==> src/rtl/vga_timing_pkg.sv <==
`default_nettype none
// ============================================================================
// Module   : vga_timing_pkg
// Brief    : 640x480@60 timing constants, tile geometry and grant FSM states.
// Revision : 1.0
// ============================================================================
package vga_timing_pkg;

    localparam int c_H_VISIBLE     = 640;
    localparam int c_H_FRONT       = 16;
    localparam int c_H_SYNC        = 96;
    localparam int c_H_BACK        = 48;
    localparam int c_V_VISIBLE     = 480;
    localparam int c_V_FRONT       = 10;
    localparam int c_V_SYNC        = 2;
    localparam int c_V_BACK        = 33;
    localparam int c_GRANT_GUARD   = 1;

    localparam int c_H_TOTAL       = c_H_VISIBLE + c_H_FRONT + c_H_SYNC + c_H_BACK;
    localparam int c_V_TOTAL       = c_V_VISIBLE + c_V_FRONT + c_V_SYNC + c_V_BACK;

    localparam int c_BLOCK_WIDTH   = 40;
    localparam int c_SCREEN_WIDTH  = c_H_VISIBLE;
    localparam int c_SCREEN_HEIGHT = c_V_VISIBLE;

    localparam int c_FRAME_COUNT_W = 16;

    typedef enum logic [1:0] {
        ARMED = 2'd0,
        GRANT = 2'd1,
        SPENT = 2'd2
    } grant_state_t;

    // Inclusive range test used by every sync/window decode.
    function automatic logic in_range(input int value, input int lo, input int hi);
        return (value >= lo) && (value <= hi);
    endfunction

endpackage
`default_nettype wire

==> src/rtl/vga_frame_scheduler_if.sv <==
`default_nettype none
// ============================================================================
// Module   : vga_frame_scheduler_if
// Brief    : Raster position/qualifier bus plus the update request/grant pair.
// Revision : 1.0
// ============================================================================
interface vga_frame_scheduler_if;

    int          column;
    int          row;
    logic        display_enable;
    logic        h_sync;
    logic        v_sync;
    logic        vblank;
    logic        frame_tick;
    logic        update_req;
    logic        update_ack;
    logic [15:0] frame_count;

    modport master (
        output column, row, display_enable, h_sync, v_sync, vblank,
               frame_tick, update_ack, frame_count,
        input  update_req
    );

    modport slave (
        input  column, row, display_enable, h_sync, v_sync, vblank,
               frame_tick, update_ack, frame_count,
        output update_req
    );

endinterface
`default_nettype wire

==> src/rtl/vga_raster_counter.sv <==
`default_nettype none
// ============================================================================
// Module   : vga_raster_counter
// Brief    : Column/row/frame counters with line and frame wrap detection.
// Revision : 1.0
// ============================================================================
module vga_raster_counter
    import vga_timing_pkg::*;
#(
    parameter int H_TOTAL = c_H_TOTAL,
    parameter int V_TOTAL = c_V_TOTAL,
    parameter int COL_W   = $clog2(H_TOTAL),
    parameter int ROW_W   = $clog2(V_TOTAL)
) (
    input  wire logic                       vga_clock,
    input  wire logic                       reset,
    output logic [COL_W-1:0]                o_column,
    output logic [ROW_W-1:0]                o_row,
    output logic [COL_W-1:0]                o_next_column,
    output logic [ROW_W-1:0]                o_next_row,
    output logic [c_FRAME_COUNT_W-1:0]      o_frame_count
);

    logic [COL_W-1:0]           r_column;
    logic [ROW_W-1:0]           r_row;
    logic [c_FRAME_COUNT_W-1:0] r_frame_count;

    logic                       w_line_wrap;
    logic                       w_frame_wrap;
    logic [COL_W-1:0]           w_next_column;
    logic [ROW_W-1:0]           w_next_row;

    always_comb begin
        w_line_wrap   = (r_column == COL_W'(H_TOTAL - 1));
        w_frame_wrap  = w_line_wrap && (r_row == ROW_W'(V_TOTAL - 1));
        w_next_column = w_line_wrap ? '0 : r_column + 1'b1;
        w_next_row    = r_row;
        if (w_line_wrap) begin
            w_next_row = w_frame_wrap ? '0 : r_row + 1'b1;
        end
    end

    always_ff @(posedge vga_clock or negedge reset) begin
        if (!reset) begin
            r_column      <= '0;
            r_row         <= '0;
            r_frame_count <= '0;
        end else begin
            r_column <= w_next_column;
            r_row    <= w_next_row;
            if (w_frame_wrap) begin
                r_frame_count <= r_frame_count + 1'b1;
            end
        end
    end

    assign o_column      = r_column;
    assign o_row         = r_row;
    assign o_next_column = w_next_column;
    assign o_next_row    = w_next_row;
    assign o_frame_count = r_frame_count;

endmodule
`default_nettype wire

==> src/rtl/vga_frame_scheduler.sv <==
`default_nettype none
// ============================================================================
// Module   : vga_frame_scheduler
// Brief    : VGA raster timing plus a one-grant-per-frame vblank update arbiter.
// Revision : 1.0
// ============================================================================
module vga_frame_scheduler
    import vga_timing_pkg::*;
#(
    parameter int H_VISIBLE   = c_H_VISIBLE,
    parameter int H_FRONT     = c_H_FRONT,
    parameter int H_SYNC      = c_H_SYNC,
    parameter int H_BACK      = c_H_BACK,
    parameter int V_VISIBLE   = c_V_VISIBLE,
    parameter int V_FRONT     = c_V_FRONT,
    parameter int V_SYNC      = c_V_SYNC,
    parameter int V_BACK      = c_V_BACK,
    parameter int GRANT_GUARD = c_GRANT_GUARD
) (
    input  wire logic              vga_clock,
    input  wire logic              reset,
    vga_frame_scheduler_if.master  bus
);

    localparam int H_TOTAL  = H_VISIBLE + H_FRONT + H_SYNC + H_BACK;
    localparam int V_TOTAL  = V_VISIBLE + V_FRONT + V_SYNC + V_BACK;
    localparam int COL_W    = $clog2(H_TOTAL);
    localparam int ROW_W    = $clog2(V_TOTAL);
    localparam int HS_START = H_VISIBLE + H_FRONT;
    localparam int HS_END   = HS_START + H_SYNC - 1;
    localparam int VS_START = V_VISIBLE + V_FRONT;
    localparam int VS_END   = VS_START + V_SYNC - 1;
    localparam int WIN_LO   = V_VISIBLE;
    localparam int WIN_HI   = V_TOTAL - 1 - GRANT_GUARD;

    logic [COL_W-1:0]           w_column;
    logic [ROW_W-1:0]           w_row;
    logic [COL_W-1:0]           w_next_column;
    logic [ROW_W-1:0]           w_next_row;
    logic [c_FRAME_COUNT_W-1:0] w_frame_count;

    logic                       r_display_enable;
    logic                       r_h_sync;
    logic                       r_v_sync;
    logic                       r_vblank;
    logic                       r_frame_tick;
    logic                       r_update_ack;
    grant_state_t               r_state;

    logic                       w_window;
    logic                       w_frame_start;

    vga_raster_counter #(
        .H_TOTAL (H_TOTAL),
        .V_TOTAL (V_TOTAL),
        .COL_W   (COL_W),
        .ROW_W   (ROW_W)
    ) u_raster (
        .vga_clock     (vga_clock),
        .reset         (reset),
        .o_column      (w_column),
        .o_row         (w_row),
        .o_next_column (w_next_column),
        .o_next_row    (w_next_row),
        .o_frame_count (w_frame_count)
    );

    // Qualifiers are decoded from the position the counters are about to
    // load, so they land in the same cycle as the matching column/row.
    always_ff @(posedge vga_clock or negedge reset) begin
        if (!reset) begin
            r_display_enable <= 1'b1;
            r_h_sync         <= 1'b1;
            r_v_sync         <= 1'b1;
            r_vblank         <= 1'b0;
            r_frame_tick     <= 1'b0;
        end else begin
            r_display_enable <= (int'(w_next_column) < H_VISIBLE) &&
                                (int'(w_next_row) < V_VISIBLE);
            r_h_sync         <= !in_range(int'(w_next_column), HS_START, HS_END);
            r_v_sync         <= !in_range(int'(w_next_row), VS_START, VS_END);
            r_vblank         <= (int'(w_next_row) >= V_VISIBLE);
            r_frame_tick     <= (int'(w_next_row) == V_VISIBLE) && (w_next_column == '0);
        end
    end

    assign w_window      = in_range(int'(w_row), WIN_LO, WIN_HI);
    assign w_frame_start = (w_column == '0) && (w_row == '0);

    // SPENT holds until the next active frame begins, which caps the grant
    // rate at one per frame even with a request held permanently high.
    always_ff @(posedge vga_clock or negedge reset) begin
        if (!reset) begin
            r_state      <= ARMED;
            r_update_ack <= 1'b0;
        end else begin
            r_update_ack <= 1'b0;
            case (r_state)
                ARMED: begin
                    if (w_window && bus.update_req) begin
                        r_state      <= GRANT;
                        r_update_ack <= 1'b1;
                    end
                end
                GRANT: begin
                    r_state <= SPENT;
                end
                SPENT: begin
                    if (w_frame_start) begin
                        r_state <= ARMED;
                    end
                end
                default: begin
                    r_state <= ARMED;
                end
            endcase
        end
    end

    assign bus.column         = int'(w_column);
    assign bus.row            = int'(w_row);
    assign bus.frame_count    = w_frame_count;
    assign bus.display_enable = r_display_enable;
    assign bus.h_sync         = r_h_sync;
    assign bus.v_sync         = r_v_sync;
    assign bus.vblank         = r_vblank;
    assign bus.frame_tick     = r_frame_tick;
    assign bus.update_ack     = r_update_ack;

endmodule
`default_nettype wire

==> src/flat_wrapper.sv <==
// flat-port wrapper written by rule: the top's interface ports become plain ports
module vga_frame_scheduler_flat import vga_timing_pkg::*;
#(
    parameter int H_VISIBLE   = c_H_VISIBLE,
    parameter int H_FRONT     = c_H_FRONT,
    parameter int H_SYNC      = c_H_SYNC,
    parameter int H_BACK      = c_H_BACK,
    parameter int V_VISIBLE   = c_V_VISIBLE,
    parameter int V_FRONT     = c_V_FRONT,
    parameter int V_SYNC      = c_V_SYNC,
    parameter int V_BACK      = c_V_BACK,
    parameter int GRANT_GUARD = c_GRANT_GUARD
)
  (vga_clock, reset, bus_column, bus_row, bus_display_enable, bus_h_sync, bus_v_sync, bus_vblank, bus_frame_tick, bus_update_ack, bus_frame_count, bus_update_req);
  vga_frame_scheduler_if bus_i ();
  input  wire logic vga_clock;
  input  wire logic reset;
  output wire logic [$bits(bus_i.column)-1:0] bus_column;
  output wire logic [$bits(bus_i.row)-1:0] bus_row;
  output wire logic [$bits(bus_i.display_enable)-1:0] bus_display_enable;
  output wire logic [$bits(bus_i.h_sync)-1:0] bus_h_sync;
  output wire logic [$bits(bus_i.v_sync)-1:0] bus_v_sync;
  output wire logic [$bits(bus_i.vblank)-1:0] bus_vblank;
  output wire logic [$bits(bus_i.frame_tick)-1:0] bus_frame_tick;
  output wire logic [$bits(bus_i.update_ack)-1:0] bus_update_ack;
  output wire logic [$bits(bus_i.frame_count)-1:0] bus_frame_count;
  input wire logic [$bits(bus_i.update_req)-1:0] bus_update_req;
  assign bus_column = bus_i.column;
  assign bus_row = bus_i.row;
  assign bus_display_enable = bus_i.display_enable;
  assign bus_h_sync = bus_i.h_sync;
  assign bus_v_sync = bus_i.v_sync;
  assign bus_vblank = bus_i.vblank;
  assign bus_frame_tick = bus_i.frame_tick;
  assign bus_update_ack = bus_i.update_ack;
  assign bus_frame_count = bus_i.frame_count;
  assign bus_i.update_req = bus_update_req;
  vga_frame_scheduler #(.H_VISIBLE(H_VISIBLE), .H_FRONT(H_FRONT), .H_SYNC(H_SYNC), .H_BACK(H_BACK), .V_VISIBLE(V_VISIBLE), .V_FRONT(V_FRONT), .V_SYNC(V_SYNC), .V_BACK(V_BACK), .GRANT_GUARD(GRANT_GUARD)) u_core (.vga_clock(vga_clock), .reset(reset), .bus(bus_i));
endmodule
==> config.mk <==
export PLATFORM = sky130hd
export DESIGN_NAME = vga_frame_scheduler_flat
export DESIGN_NICKNAME = d
export VERILOG_FILES = /design/src/rtl/vga_timing_pkg.sv /design/src/rtl/vga_frame_scheduler_if.sv /design/src/rtl/vga_raster_counter.sv /design/src/rtl/vga_frame_scheduler.sv /design/src/flat_wrapper.sv
export SDC_FILE = /design/constraint.sdc
export NUM_CORES = 1
export LEC_CHECK = 0
export ABC_AREA = 1
export BUFFER_PORTS_ARGS = -buffer_cell sky130_fd_sc_hd__clkbuf_2
export CAP_MARGIN = 25
export CORE_ASPECT_RATIO = 0.8
export CORE_MARGIN = 10
export CORE_UTILIZATION = 52
export CTS_CLUSTER_DIAMETER = 150
export DETAILED_ROUTE_END_ITERATION = 7
export PLACE_DENSITY = 0.81
export SETUP_SLACK_MARGIN = 0.3
export SYNTH_ARGS = -nofsm -noshare
export SYNTH_HDL_FRONTEND = slang
export SYNTH_HIERARCHICAL = 1
export SYNTH_SLANG_ARGS = --single-unit
==> constraint.sdc <==
create_clock -name vga_clock -period 2.03 [get_ports vga_clock]
set_input_delay 0.609 -clock vga_clock [delete_from_list [all_inputs] [get_ports vga_clock]]
set_output_delay 0.609 -clock vga_clock [all_outputs]
set_load 0.01 [all_outputs]
Word level (Yosys, flattened, before mapping)
Index checks and enable logic that the tools add are counted.
{"block": "totals", "word_cells": 52, "out_inout_bits": 86, "in_bits": 3, "regBits": 44}
{"block": "op_classes", "eq_ne": 7, "n_reduce_logical": 15, "addsub": 3, "mux": 8, "order_cmp": 9}
{"cell": "$eq A10 B10 Y1 const B", "count": 3}
{"cell": "$ge A10 B9 Y1 const B", "count": 3}
{"cell": "$logic_not A10 Y1", "count": 3}
{"cell": "$mux W10", "count": 3}
{"cell": "$add A10 B1 Y10 const B", "count": 2}
{"cell": "$le A10 B10 Y1 const B", "count": 2}
{"cell": "$add A16 B1 Y16 const B", "count": 1}
{"cell": "$ge A10 B10 Y1 const B", "count": 1}
{"cell": "$le A10 B9 Y1 const B", "count": 1}
{"cell": "$lt A10 B10 Y1 const B", "count": 1}
{"cell": "$lt A10 B9 Y1 const B", "count": 1}
{"cell": "$logic_and A1 B1 Y1", "count": 8}
{"cell": "$pmux W2 S3", "count": 1}
{"cell": "$mux W2", "count": 2}
{"cell": "$ne A2 B1 Y1 const B", "count": 2}
{"cell": "$eq A2 B1 Y1 const B", "count": 1}
{"cell": "$eq A2 B2 Y1 const B", "count": 1}
{"cell": "$logic_not A1 Y1", "count": 2}
{"cell": "$logic_not A2 Y1", "count": 1}
{"cell": "$mux W1", "count": 2}
{"cell": "$reduce_and A2 Y1", "count": 1}

Logic depth before layout (Yosys ltp)
Gate-level depths: netlist of run 1.
{"block": "logic_depth", "word_depth": 7, "mapped_depth": 13, "ltp_nobuf": 12}

Hierarchy
Netlist of run 1, hierarchy kept.
{"module": "vga_raster_counter", "seq_area_each_um2": 900.9, "instances": 1, "cells_each": 281, "area_each_um2": 2110.8}
{"module": "vga_frame_scheduler", "seq_area_each_um2": 203.9, "instances": 1, "cells_each": 114, "area_each_um2": 799.5}

Worst setup path after synthesis of run 1
OpenSTA, ideal clock, no wires.
{"block": "synth_timing", "path_kind": "reg2reg", "from": "register u_core.u_raster.r_column[0], in the netlist u_core/u_raster/o_column[0]", "to": "register u_core.r_frame_tick, in the netlist u_core/bus.frame_tick", "t_required_ps": 1959, "path_buffers": 1, "slack_ps": 105, "path_stages_with_launch": 12, "arrival_ps": 1854, "cell_sequence": "dfrtp_1 -> ha_1 -> nand2_1 -> nor2_4 -> nand3_4 -> buf_6 -> nor2_1 -> xor2_1 -> nand4_1 -> nor3_1 -> inv_1 -> nor2_1"}
{"block": "synth_via", "elab_chain_len": 6, "elab_cells_between_ends": 9, "classes_between": "add/sub: 1; eq/ne: 2; mux: 3; reduce/logical: 3"}
{"item": "from (decl)", "line": "vga_raster_counter.sv:24", "text": "logic [COL_W-1:0] r_column;"}
{"item": "from (signal assigned)", "line": "vga_raster_counter.sv:49", "text": "r_column <= w_next_column;"}
{"item": "$eq A10 B10 Y1 *", "line": "vga_raster_counter.sv:34", "text": "w_line_wrap = (r_column == COL_W'(H_TOTAL - 1));"}
{"item": "$logic_and A1 B1 Y1", "line": "vga_raster_counter.sv:35", "text": "w_frame_wrap = w_line_wrap && (r_row == ROW_W'(V_TOTAL - 1));"}
{"item": "$mux W10", "line": "vga_raster_counter.sv:39", "text": "w_next_row = w_frame_wrap ? '0 : r_row + 1'b1;"}
{"item": "$mux W10 *", "line": "vga_raster_counter.sv:38", "text": "if (w_line_wrap) begin"}
{"item": "named net u_core.w_next_row[5]", "line": "vga_frame_scheduler.sv:39", "text": "logic [ROW_W-1:0] w_next_row;"}
{"item": "$eq A10 B10 Y1 *", "line": "vga_frame_scheduler.sv:83", "text": "r_frame_tick <= (int'(w_next_row) == V_VISIBLE) && (w_next_column == '0);"}
{"item": "$logic_and A1 B1 Y1 *", "line": "vga_frame_scheduler.sv:83"}
{"item": "to (signal assigned)", "line": "vga_frame_scheduler.sv:83"}
{"item": "to (decl)", "line": "vga_frame_scheduler.sv:46", "text": "logic r_frame_tick;"}
Mark *: on every way through the listed nets, which the timed path passes. The rest lies on a longest branch.
A chain may end at the register's enable or synchronous reset.

Worst setup path after layout of run 1
{"block": "layout_timing", "from": "register u_core.u_raster.r_column[5], in the netlist u_core/u_raster/o_column[5]", "to": "register u_core.r_frame_tick, in the netlist u_core/bus.frame_tick"}
The elaborated chain is that of the path after synthesis.

==> flow_metrics.env, run 1 <==
export IMPL_netlist_area_leader_share_pct=35.3
export IMPL_die_w_um=104
export IMPL_totalPowerFinal_mw=1.86
export IMPL_cts_inserted_buffers=5
export IMPL_cts_tree="done"
export IMPL_synth_most_common_cell="nand2_1"
export IMPL_start_kind="flop"
export IMPL_hold_viol=0
export IMPL_rrSetupSlack_ps=60
export IMPL_io_buffers=44
export IMPL_cap_viol_max_count=0
export IMPL_rsz0062_at_grt="true"
export IMPL_synth_distinct_cells=27
export IMPL_fin_crit_ps=1970
export IMPL_setup_tns_ps=0
export IMPL_synthCells=395
export IMPL_final_layout_size_suffix_gt1_share_pct=24.6
export IMPL_combPwrFrac_pct=3.2
export IMPL_r2r_end="u_core/bus.frame_tick"
export IMPL_antennaDiodeCount=0
export IMPL_core_area_um2=5440
export IMPL_syn2layout_area_growth_pct=19.5
export IMPL_switching_share_pct=19.7
export IMPL_worstSkewPairLatency_ps=290
export IMPL_path_clk_slew_ps=90
export IMPL_p_leak_nw=1.79
export IMPL_final_core_util_pct=64.0
export IMPL_timing_hold_ws_ps=387
export IMPL_postSynthAreaPerCell_um2=7.37
export IMPL_postCtsHoldBufs=0
export IMPL_peakVddDrop_uv=363
export IMPL_antenna_found_initial=0
export IMPL_multi_input_area_um2=1570
export IMPL_clock_skew_ps=8.12
export IMPL_cts_sinks=44
export IMPL_worst_r2r_cell_count=12
export IMPL_drt_iter0_markers=340
export IMPL_use_met3_pct=3.85
export IMPL_grt_util_met1_pct=21.4
export IMPL_grt_busiest_layer="met2"
export IMPL_regArea_um2=1110
export IMPL_hold_path_class="input port to async pin"
export IMPL_r2r_start="u_core/u_raster/o_column[5]"
export IMPL_grt_start_max_net_pins=45
export IMPL_syn_cell_area_um2=2910
export IMPL_initial_core_util_pct=53.5
export IMPL_yosysWarnings=6
export IMPL_path_class="flop to flop"
export IMPL_cp_endpoint="u_core/bus.frame_tick"
export IMPL_fill_cells=450
export IMPL_crit_arrival_ps=2200
export IMPL_synth_top_flop_cell="dfrtp_1"
export IMPL_p_switching_uw=367
export IMPL_path_max_fanout=8
export IMPL_clock_power_share_pct=49.7
export IMPL_die_h_um=86.9
export IMPL_p_int_mw=1.49
export IMPL_fin_nets=470
export IMPL_drv_slew=0
export IMPL_async_reset_ff_share_pct=100
export IMPL_tightestPinTransition_ps=574
export IMPL_clock_path_buffers=2
export IMPL_io_pins=89
export IMPL_grt_met2_usage_pct=28.5
export IMPL_overflow=0
export IMPL_num_rows=24
export IMPL_drc_errors=0
export IMPL_dr_pass1_iters=5
export IMPL_status="finished clean"
export IMPL_wire_per_inst_um=14.9
export IMPL_setup_viol=0
export IMPL_power_frac_seq_pct=47.1
export IMPL_yosys_top_cells_area="dfrtp_1, nand2_1, buf_4"
export IMPL_gp_congestion=0.902
export IMPL_timing_final_crit_share_pct=96.8
export IMPL_vias=2745
export IMPL_viasPerCell=5.06
export IMPL_ant_nets=0
export IMPL_crit_start="u_core/u_raster/o_column[5]"
export IMPL_relSlewSlack_pct=61.7
export IMPL_cts_max_level=2
export IMPL_ys_top_cells_by_count="nand2_1, nor2_1, buf_4, dfrtp_1, inv_1"
export IMPL_worst_setup_path_end_kind="flop"
export IMPL_drt_total_wl_um=8100
export IMPL_synth_edf_count=0
export IMPL_dieArea_um2=9010
export IMPL_crit_required_ps=2260
export IMPL_seq_area_frac_synth_pct=38.0
export IMPL_grt_total_usage_pct=16.8
export IMPL_grt_pass1_wl_um=12700
export IMPL_fmax_ghz=0.509
export IMPL_dp_hpwl_um=5590
export IMPL_synth_seq_cells=44
export IMPL_grt_pass1_vias=2604
export IMPL_p_per_area_nw_per_um2=535
export IMPL_yosysTopAreaCell="dfrtp_1"
export IMPL_cts_root_buffer="clkbuf_8"
==> registers in the layout, summed over array words and instances, names as in the netlist, 2 cells and up <==
register and cells:
u_core/u_raster/o_column 10, u_core/u_raster/o_row 10, u_core/r_state 2, u_core/u_raster/o_frame_count 16
==> critical path: stages, from the launching register on <==
cell      delay [ps]
dfrtp_1          430
inv_2            100
nand2_1          110
nor2_4           160
nand3_4          180
buf_6            210
nand2_1           70
nand2_1          110
nor2_1           120
nand2_1           70
nor2_1           130
nand3b_1          90
nor2_1           110
==> layer usage <==
metal / share of wire [%] / wire [um] / vias up
met5: 0 / 0 / -
met4: 1.4 / 112 / 0
met3: 7.3 / 590 / 16
met2: 47 / 3840 / 142
met1: 44 / 3560 / 1286
li1: - / - / 1301
==> power by group through the flow <==
stage	sequential [mW]	clock [mW]	combinational (mW)
3_3_place_gp	0.893	0	0.0564
4_1_cts	0.876	0.928	0.0563
2_1_floorplan	0.893	0	0.0982
5_1_grt	0.876	0.970	0.0695
3_5_place_dp	0.893	0	0.0563
6_report	0.876	0.925	0.0600
==> repair_timing <==
action | in CTS | in global routing
setup buffers | 10 | 4
setup endpoints to repair | 15 | 23
pin swaps | 5 | 3
cloned | 0 | 2
resized for setup | 23 | 12
==> layout make-up <==
class,instances,share of cell area (%)
Sequential cell,44,31.9
Clock inverter,3,2.59
Inverter,41,4.64
Clock buffer,5,1.98
Tap cell,78,2.81
Multi-Input combinational cell,307,45.0
Timing Repair Buffer,64,11.0
==> placed cells by master, fill, tap and decap left out, types with 12 or more instances in the layout <==
| cell | netlist | routed |
|---|---|---|
| clkbuf_2 | 0 | 43 |
| inv_1 | 40 | 38 |
| nor2_1 | 54 | 48 |
| conb_1 | 1 | 44 |
| buf_4 | 44 | 18 |
| nand3_1 | 27 | 26 |
| nand4_1 | 14 | 14 |
| nand2_1 | 108 | 105 |
| dfrtp_1 | 41 | 37 |
| o21ai_0 | 15 | 12 |
==> worst min path at each step <==
| stage | startpoint | endpoint | slack (ps) | cells past startpoint |
|---|---|---|---|---|
| 6_report | reset | u_core/u_raster/o_frame_count[8] | 390 | 2 |
| 5_1_grt | reset | u_core/bus.frame_tick | 430 | 2 |
| 3_5_place_dp | u_core/r_state[0] | u_core/r_state[1] | 510 | 2 |
| 2_1_floorplan | reset | u_core/bus.frame_tick | 310 | 0 |
| 3_3_place_gp | u_core/r_state[0] | u_core/r_state[1] | 490 | 2 |
| 4_1_cts | reset | u_core/bus.frame_tick | 410 | 2 |
==> per-stage QoR <==
stage / setup slack (ps) / instances / instance area (um^2)
after global routing: -104 / 542 / 3480
after floorplan: 202 / 438 / 3100
final: 64.3 / 542 / 3480
after global placement: 16.1 / 518 / 3100
after CTS: 170 / 536 / 3390
after detailed placement: -37.7 / 518 / 3100
==> cell families (layout without fill, tap and decap cells) <==
| group | Yosys count | after routing | synth area share [%] |
|---|---|---|---|
| xor gates and xnor gates | 14 | 14 | 4.21 |
| AOI/OAI and AO/OA | 26 | 26 | 4.94 |
| and+or+nand+nor | 217 | 219 | 33.3 |
| buffers and inverters | 89 | 113 | 17.8 |
| adders and majority gates | 4 | 4 | 1.72 |
| DFF | 44 | 44 | 38.0 |
| other | 1 | 44 | 0.129 |
(Power assumes the default switching activity.)
==> run 2, diff against run 1 <==
CELL_PAD_IN_SITES_DETAIL_PLACEMENT = 1   (was not set)
CELL_PAD_IN_SITES_GLOBAL_PLACEMENT = 1   (was not set)
CORE_UTILIZATION = 37   (was 52)
PLACE_DENSITY = not set   (was 0.81)
PLACE_DENSITY_LB_ADDON = 0.1   (was not set)
SYNTH_HIERARCHICAL = not set   (was 1)
==> run 2 against run 1 <==
  * Non-clock buffer count grew 8
  * Maximum frequency is 9.4% higher
  * Highest routed layer unchanged
  * Via count fell by 7.4%
  * Clock skew is 2.7 ps higher
  * Cell area grew 6.4%
  * Global-route usage shrank 2.9 points
  * Sequential share of layout area fell by 1.8 points
  * Critical path type unchanged
  * Critical endpoint is now u_core.bus.frame_tick
==> flow_metrics.env, run 2 <==
export IMPL_status="finished clean"
export IMPL_dieArea_um2=12000
export IMPL_cts_inserted_buffers=5
export IMPL_synthCells=374
export IMPL_grt_total_usage_pct=13.9
export IMPL_die_h_um=100
export IMPL_async_reset_ff_share_pct=100
export IMPL_hold_path_class="input port to async pin"
export IMPL_path_max_fanout=6
export IMPL_netlist_area_leader_share_pct=34.7
export IMPL_crit_required_ps=2230
export IMPL_rrSetupSlack_ps=230
export IMPL_drt_total_wl_um=8670
export IMPL_setup_tns_ps=0
export IMPL_overflow=0
export IMPL_path_class="flop to flop"
export IMPL_totalPowerFinal_mw=1.75
export IMPL_timing_hold_ws_ps=251
export IMPL_io_pins=89
export IMPL_grt_start_max_net_pins=29
export IMPL_crit_start="u_core.u_raster.o_column[1]"
export IMPL_worst_r2r_cell_count=10
export IMPL_ant_nets=0
export IMPL_synth_seq_cells=44
export IMPL_grt_pass1_vias=2602
export IMPL_yosys_top_cells_area="dfrtp_1, buf_4, nand2_1"
export IMPL_num_rows=29
export IMPL_final_core_util_pct=47.0
export IMPL_cts_tree="done"
export IMPL_worstSkewPairLatency_ps=300
export IMPL_ys_top_cells_by_count="nand2_1, inv_1, buf_4, dfrtp_1, nand3_1"
export IMPL_core_area_um2=7870
export IMPL_wire_per_inst_um=15.5
export IMPL_crit_arrival_ps=1990
export IMPL_cap_viol_max_count=0
export IMPL_clock_path_buffers=2
export IMPL_dr_pass1_iters=4
export IMPL_drt_iter0_markers=65
export IMPL_cts_root_buffer="clkbuf_8"
export IMPL_synth_most_common_cell="nand2_1"
export IMPL_dp_slack_ps=117
export IMPL_yosysTopAreaCell="dfrtp_1"
export IMPL_synth_edf_count=0
export IMPL_synth_top_flop_cell="dfrtp_1"
export IMPL_p_per_area_nw_per_um2=473
export IMPL_seq_area_frac_synth_pct=37.3
export IMPL_timing_final_crit_share_pct=88.5
export IMPL_hold_viol=0
export IMPL_fin_crit_ps=1800
export IMPL_dp_hpwl_um=6670
export IMPL_rsz0062_at_grt="true"
export IMPL_final_common_cell="nand2_1"
export IMPL_setup_viol=0
export IMPL_p_leak_nw=2.06
export IMPL_fin_ws_ps=233
export IMPL_grt_pass1_wl_um=13700
export IMPL_syn2layout_area_growth_pct=25.0
export IMPL_r2r_end="u_core.bus.frame_tick"
export IMPL_drc_errors=0
export IMPL_cp_endpoint="u_core.bus.frame_tick"
export IMPL_worst_setup_path_end_kind="flop"
export IMPL_cts_max_level=2
export IMPL_largest_register_ffs=16
export IMPL_clock_skew_ps=10.8
export IMPL_antenna_found_initial=0
export IMPL_die_w_um=120
export IMPL_r2r_start="u_core.u_raster.o_column[1]"
export IMPL_synth_distinct_cells=35
export IMPL_drv_slew=0
export IMPL_dp_cells=529
export IMPL_gp_congestion=0.861
export IMPL_antennaDiodeCount=0
export IMPL_viasPerCell=4.53
export IMPL_path_clk_slew_ps=90
export IMPL_fmax_ghz=0.557
export IMPL_final_area_um2=3700
export IMPL_io_buffers=44
export IMPL_fin_cells=561
export IMPL_initial_core_util_pct=37.6
export IMPL_fin_nets=461
export IMPL_vias=2541
export IMPL_peakVddDrop_uv=225
export IMPL_start_kind="flop"
export IMPL_cts_sinks=44
export IMPL_postSynthAreaPerCell_um2=7.91
export IMPL_yosysWarnings=0
export IMPL_final_layout_size_suffix_gt1_share_pct=35.3
export IMPL_syn_cell_area_um2=2960
export IMPL_place_area_um2=3190
export IMPL_layout_common_cells="nand2_1, inv_1, conb_1, clkbuf_2, dfrtp_1"
[run 2: cell families after synthesis]
kind of cell,share of synthesized area [%]
DFF,37.3
other,0.127
buffers and inverters,19.0
and+or+nand+nor,33.4
xor gates and xnor gates,4.44
AOI/OAI and AO/OA,3.17
adders and majority gates,2.54
[run 2: layout make-up]
class	count	area [um^2]
fill	988	4170
timing repair buffer	72	447
tap	108	135
sequential	44	1110
clock inverter	2	60.1
clock buffer	6	72.6
inverter	61	234
multi-input combinational	268	1640
[run 2: power breakdown]
part | internal (mW) | switching, mW
combinational | 0.00518 | 0.0582
sequential | 0.876 | 0
clock | 0.492 | 0.317
total | 1.37 | 0.375
[run 2: how the worst min path moves through the flow]
stage                            startpoint                           to  cells past startpoint
after floorplan                       reset        u_core.bus.frame_tick                      0
after global placement    u_core.r_state[0]        u_core.bus.update_ack                      1
after detailed placement  u_core.r_state[0]        u_core.bus.update_ack                      1
after CTS                             reset  u_core.u_raster.o_column[6]                      1
after global routing                  reset  u_core.u_raster.o_column[8]                      1
final                                 reset  u_core.u_raster.o_column[8]                      1
[run 2: repair_timing]
item,CTS,global route
resized for setup,12,41
pin swaps,14,18
setup endpoints to repair,16,19
hold buffers,0,0
setup buffers,11,13
endpoints found under the hold margin,0,0
[run 2: worst max-delay path: stages (launching register included)]
cell	delay, ps
dfrtp_1	420
ha_4	180
nand2_4	80
nor2_4	180
nand3_2	120
nor2_4	230
nand4_1	160
nand2_1	150
nor2_4	50
nand3_1	70
nor2_1	40
[run 2: metal layers]
metal,vias up,track usage (%),part of all wire (%)
li1,1239,-,-
met1,1221,19.4,48
met2,71,20.5,44
met3,10,4.26,6.3
met4,0,3.15,1.3
met5,-,0,0
==> run 3, diff against run 2 <==
CELL_PAD_IN_SITES_GLOBAL_PLACEMENT = 2   (was 1)
CORE_UTILIZATION = 29   (was 37)
==> run 3 against run 2 <==
  * Sequential share of layout area down 0.47 points
  * Cell area up 1.9%
  * Non-clock buffer count rose by 1
  * Critical endpoint is now u_core.bus.v_sync
  * Largest cell class unchanged
  * Largest power group is now clock
==> flow_metrics.env, run 3 (same netlist as run 2, synthesis figures left out) <==
export IMPL_dp_hpwl_um=7400
export IMPL_r2r_start="u_core.u_raster.o_column[0]"
export IMPL_final_core_util_pct=38.4
export IMPL_vias=2559
export IMPL_grt_total_usage_pct=12.4
export IMPL_fill_cells=1228
export IMPL_grt_pass1_vias=2795
export IMPL_rsz0062_at_grt="true"
export IMPL_cts_root_buffer="clkbuf_16"
export IMPL_setup_viol=0
export IMPL_dp_slack_ps=99.6
export IMPL_num_rows=32
export IMPL_crit_arrival_ps=1940
export IMPL_ant_nets=0
export IMPL_gp_congestion=0.809
export IMPL_die_w_um=133
export IMPL_drc_errors=0
export IMPL_hold_viol=0
export IMPL_drt_total_wl_um=9270
export IMPL_final_common_cell="nand2_1"
export IMPL_grt_start_max_net_pins=15
export IMPL_setup_tns_ps=0
export IMPL_crit_required_ps=2220
export IMPL_io_buffers=44
export IMPL_clock_path_buffers=2
export IMPL_clock_skew_ps=3.39
export IMPL_dr_pass1_iters=4
export IMPL_drv_slew=0
export IMPL_layout_common_cells="nand2_1, inv_1, conb_1, clkbuf_2, dfrtp_1"
export IMPL_p_per_area_nw_per_um2=495
export IMPL_path_cells="ha_4 -> nand2_8 -> nor2_4 -> nand4_4 -> buf_4 -> nand2_2 -> nand2_2 -> buf_4 -> nor2_1 -> nand4_1"
export IMPL_antennaDiodeCount=0
export IMPL_fin_nets=462
export IMPL_worst_setup_path_end_kind="flop"
export IMPL_final_layout_size_suffix_gt1_share_pct=34.1
export IMPL_place_area_um2=3270
export IMPL_fmax_ghz=0.571
export IMPL_crit_start="u_core.u_raster.o_column[0]"
export IMPL_overflow=0
export IMPL_worstSkewPairLatency_ps=280
export IMPL_status="finished clean"
export IMPL_path_max_fanout=5
export IMPL_cts_sinks=44
export IMPL_timing_final_crit_share_pct=86.2
export IMPL_syn2layout_area_growth_pct=27.4
export IMPL_io_pins=89
export IMPL_initial_core_util_pct=30.2
export IMPL_path_clk_slew_ps=60
export IMPL_path_class="flop to flop"
export IMPL_crit_family="simple AND/OR/NAND/NOR gates"
export IMPL_path_buf_inv=2
export IMPL_cap_viol_max_count=0
export IMPL_dieArea_um2=14700
export IMPL_cts_max_level=2
export IMPL_crit_path_max_incr_delay_ps=380
export IMPL_wire_per_inst_um=15.7
export IMPL_slowest_stage="dfrtp_2"
export IMPL_peakVddDrop_uv=345
export IMPL_start_kind="flop"
export IMPL_final_area_um2=3770
export IMPL_grt_pass1_wl_um=14800
export IMPL_antenna_found_initial=0
export IMPL_cts_tree="done"
export IMPL_dp_cells=565
export IMPL_largest_register_ffs=16
export IMPL_fin_cells=590
export IMPL_viasPerCell=4.34
export IMPL_hold_path_class="input port to async pin"
export IMPL_fin_ws_ps=279
export IMPL_core_area_um2=9810
export IMPL_p_leak_nw=2.03
export IMPL_die_h_um=110
export IMPL_fin_crit_ps=1750
export IMPL_drt_iter0_markers=100
export IMPL_rrSetupSlack_ps=280
export IMPL_cts_inserted_buffers=5
## run 3: cell count changes in the layout (fill, tap and decap cells not counted), moves of 3 or more
cell	before	now
clkbuf_8	5	0
nand3_2	10	5
nand3_1	20	24
dfrtp_2	6	9
clkbuf_16	0	5
dfrtp_1	35	32
nand2_2	8	3
## run 3: what timing repair did
action,in CTS,in global routing
gates resized for setup,25,25
endpoints found under the setup margin,15,20
hold buffers,0,0
buffers inserted,11,6
pin swaps,9,13
## run 3: stage by stage
step           hold slack (ps)  total power [mW]
2_1_floorplan              313             0.992
3_3_place_gp               455             0.956
3_5_place_dp               466             0.956
4_1_cts                    267              1.89
5_1_grt                    266              1.95
6_report                   254              1.87
## run 3: path summary, 6_finish.rpt
| kind | end | depth (start not counted) |
|---|---|---|
| worst max-delay path | u_core.bus.v_sync | 10 |
| worst min-delay path | u_core.u_raster.o_column[7] | 1 |
| worst max register to register | u_core.bus.v_sync | 10 |
| worst min register to register | u_core.r_state[0] | 1 |
| max in group asynchronous | u_core.bus.v_sync | 2 |
| min in group vga_clock | u_core.r_state[0] | 1 |
## run 3: power breakdown
group,internal [mW],switching [mW]
sequential,0.877,0
clock,0.580,0.344
combinational,0.00510,0.0605
## run 3: area by class of cell
type	count	area, um^2	area share (%)
clock buffer	6	129	3.42
tap	136	170	4.51
inverter	61	234	6.20
timing repair buffer	73	463	12.3
multi-input combinational	268	1620	43.1
clock inverter	2	35.0	0.929
sequential	44	1120	29.6
## run 3: routing by layer
| metal | global-route usage (%) | share of wire [%] | routed length (um) | up-vias |
|---|---|---|---|---|
| met5 | 0 | 0 | 0 | - |
| met4 | 2.51 | 0.61 | 57 | 0 |
| met3 | 3.30 | 4.7 | 433 | 4 |
| met2 | 19.7 | 44 | 4100 | 56 |
| met1 | 16.8 | 50 | 4680 | 1253 |
| li1 | - | - | - | 1246 |
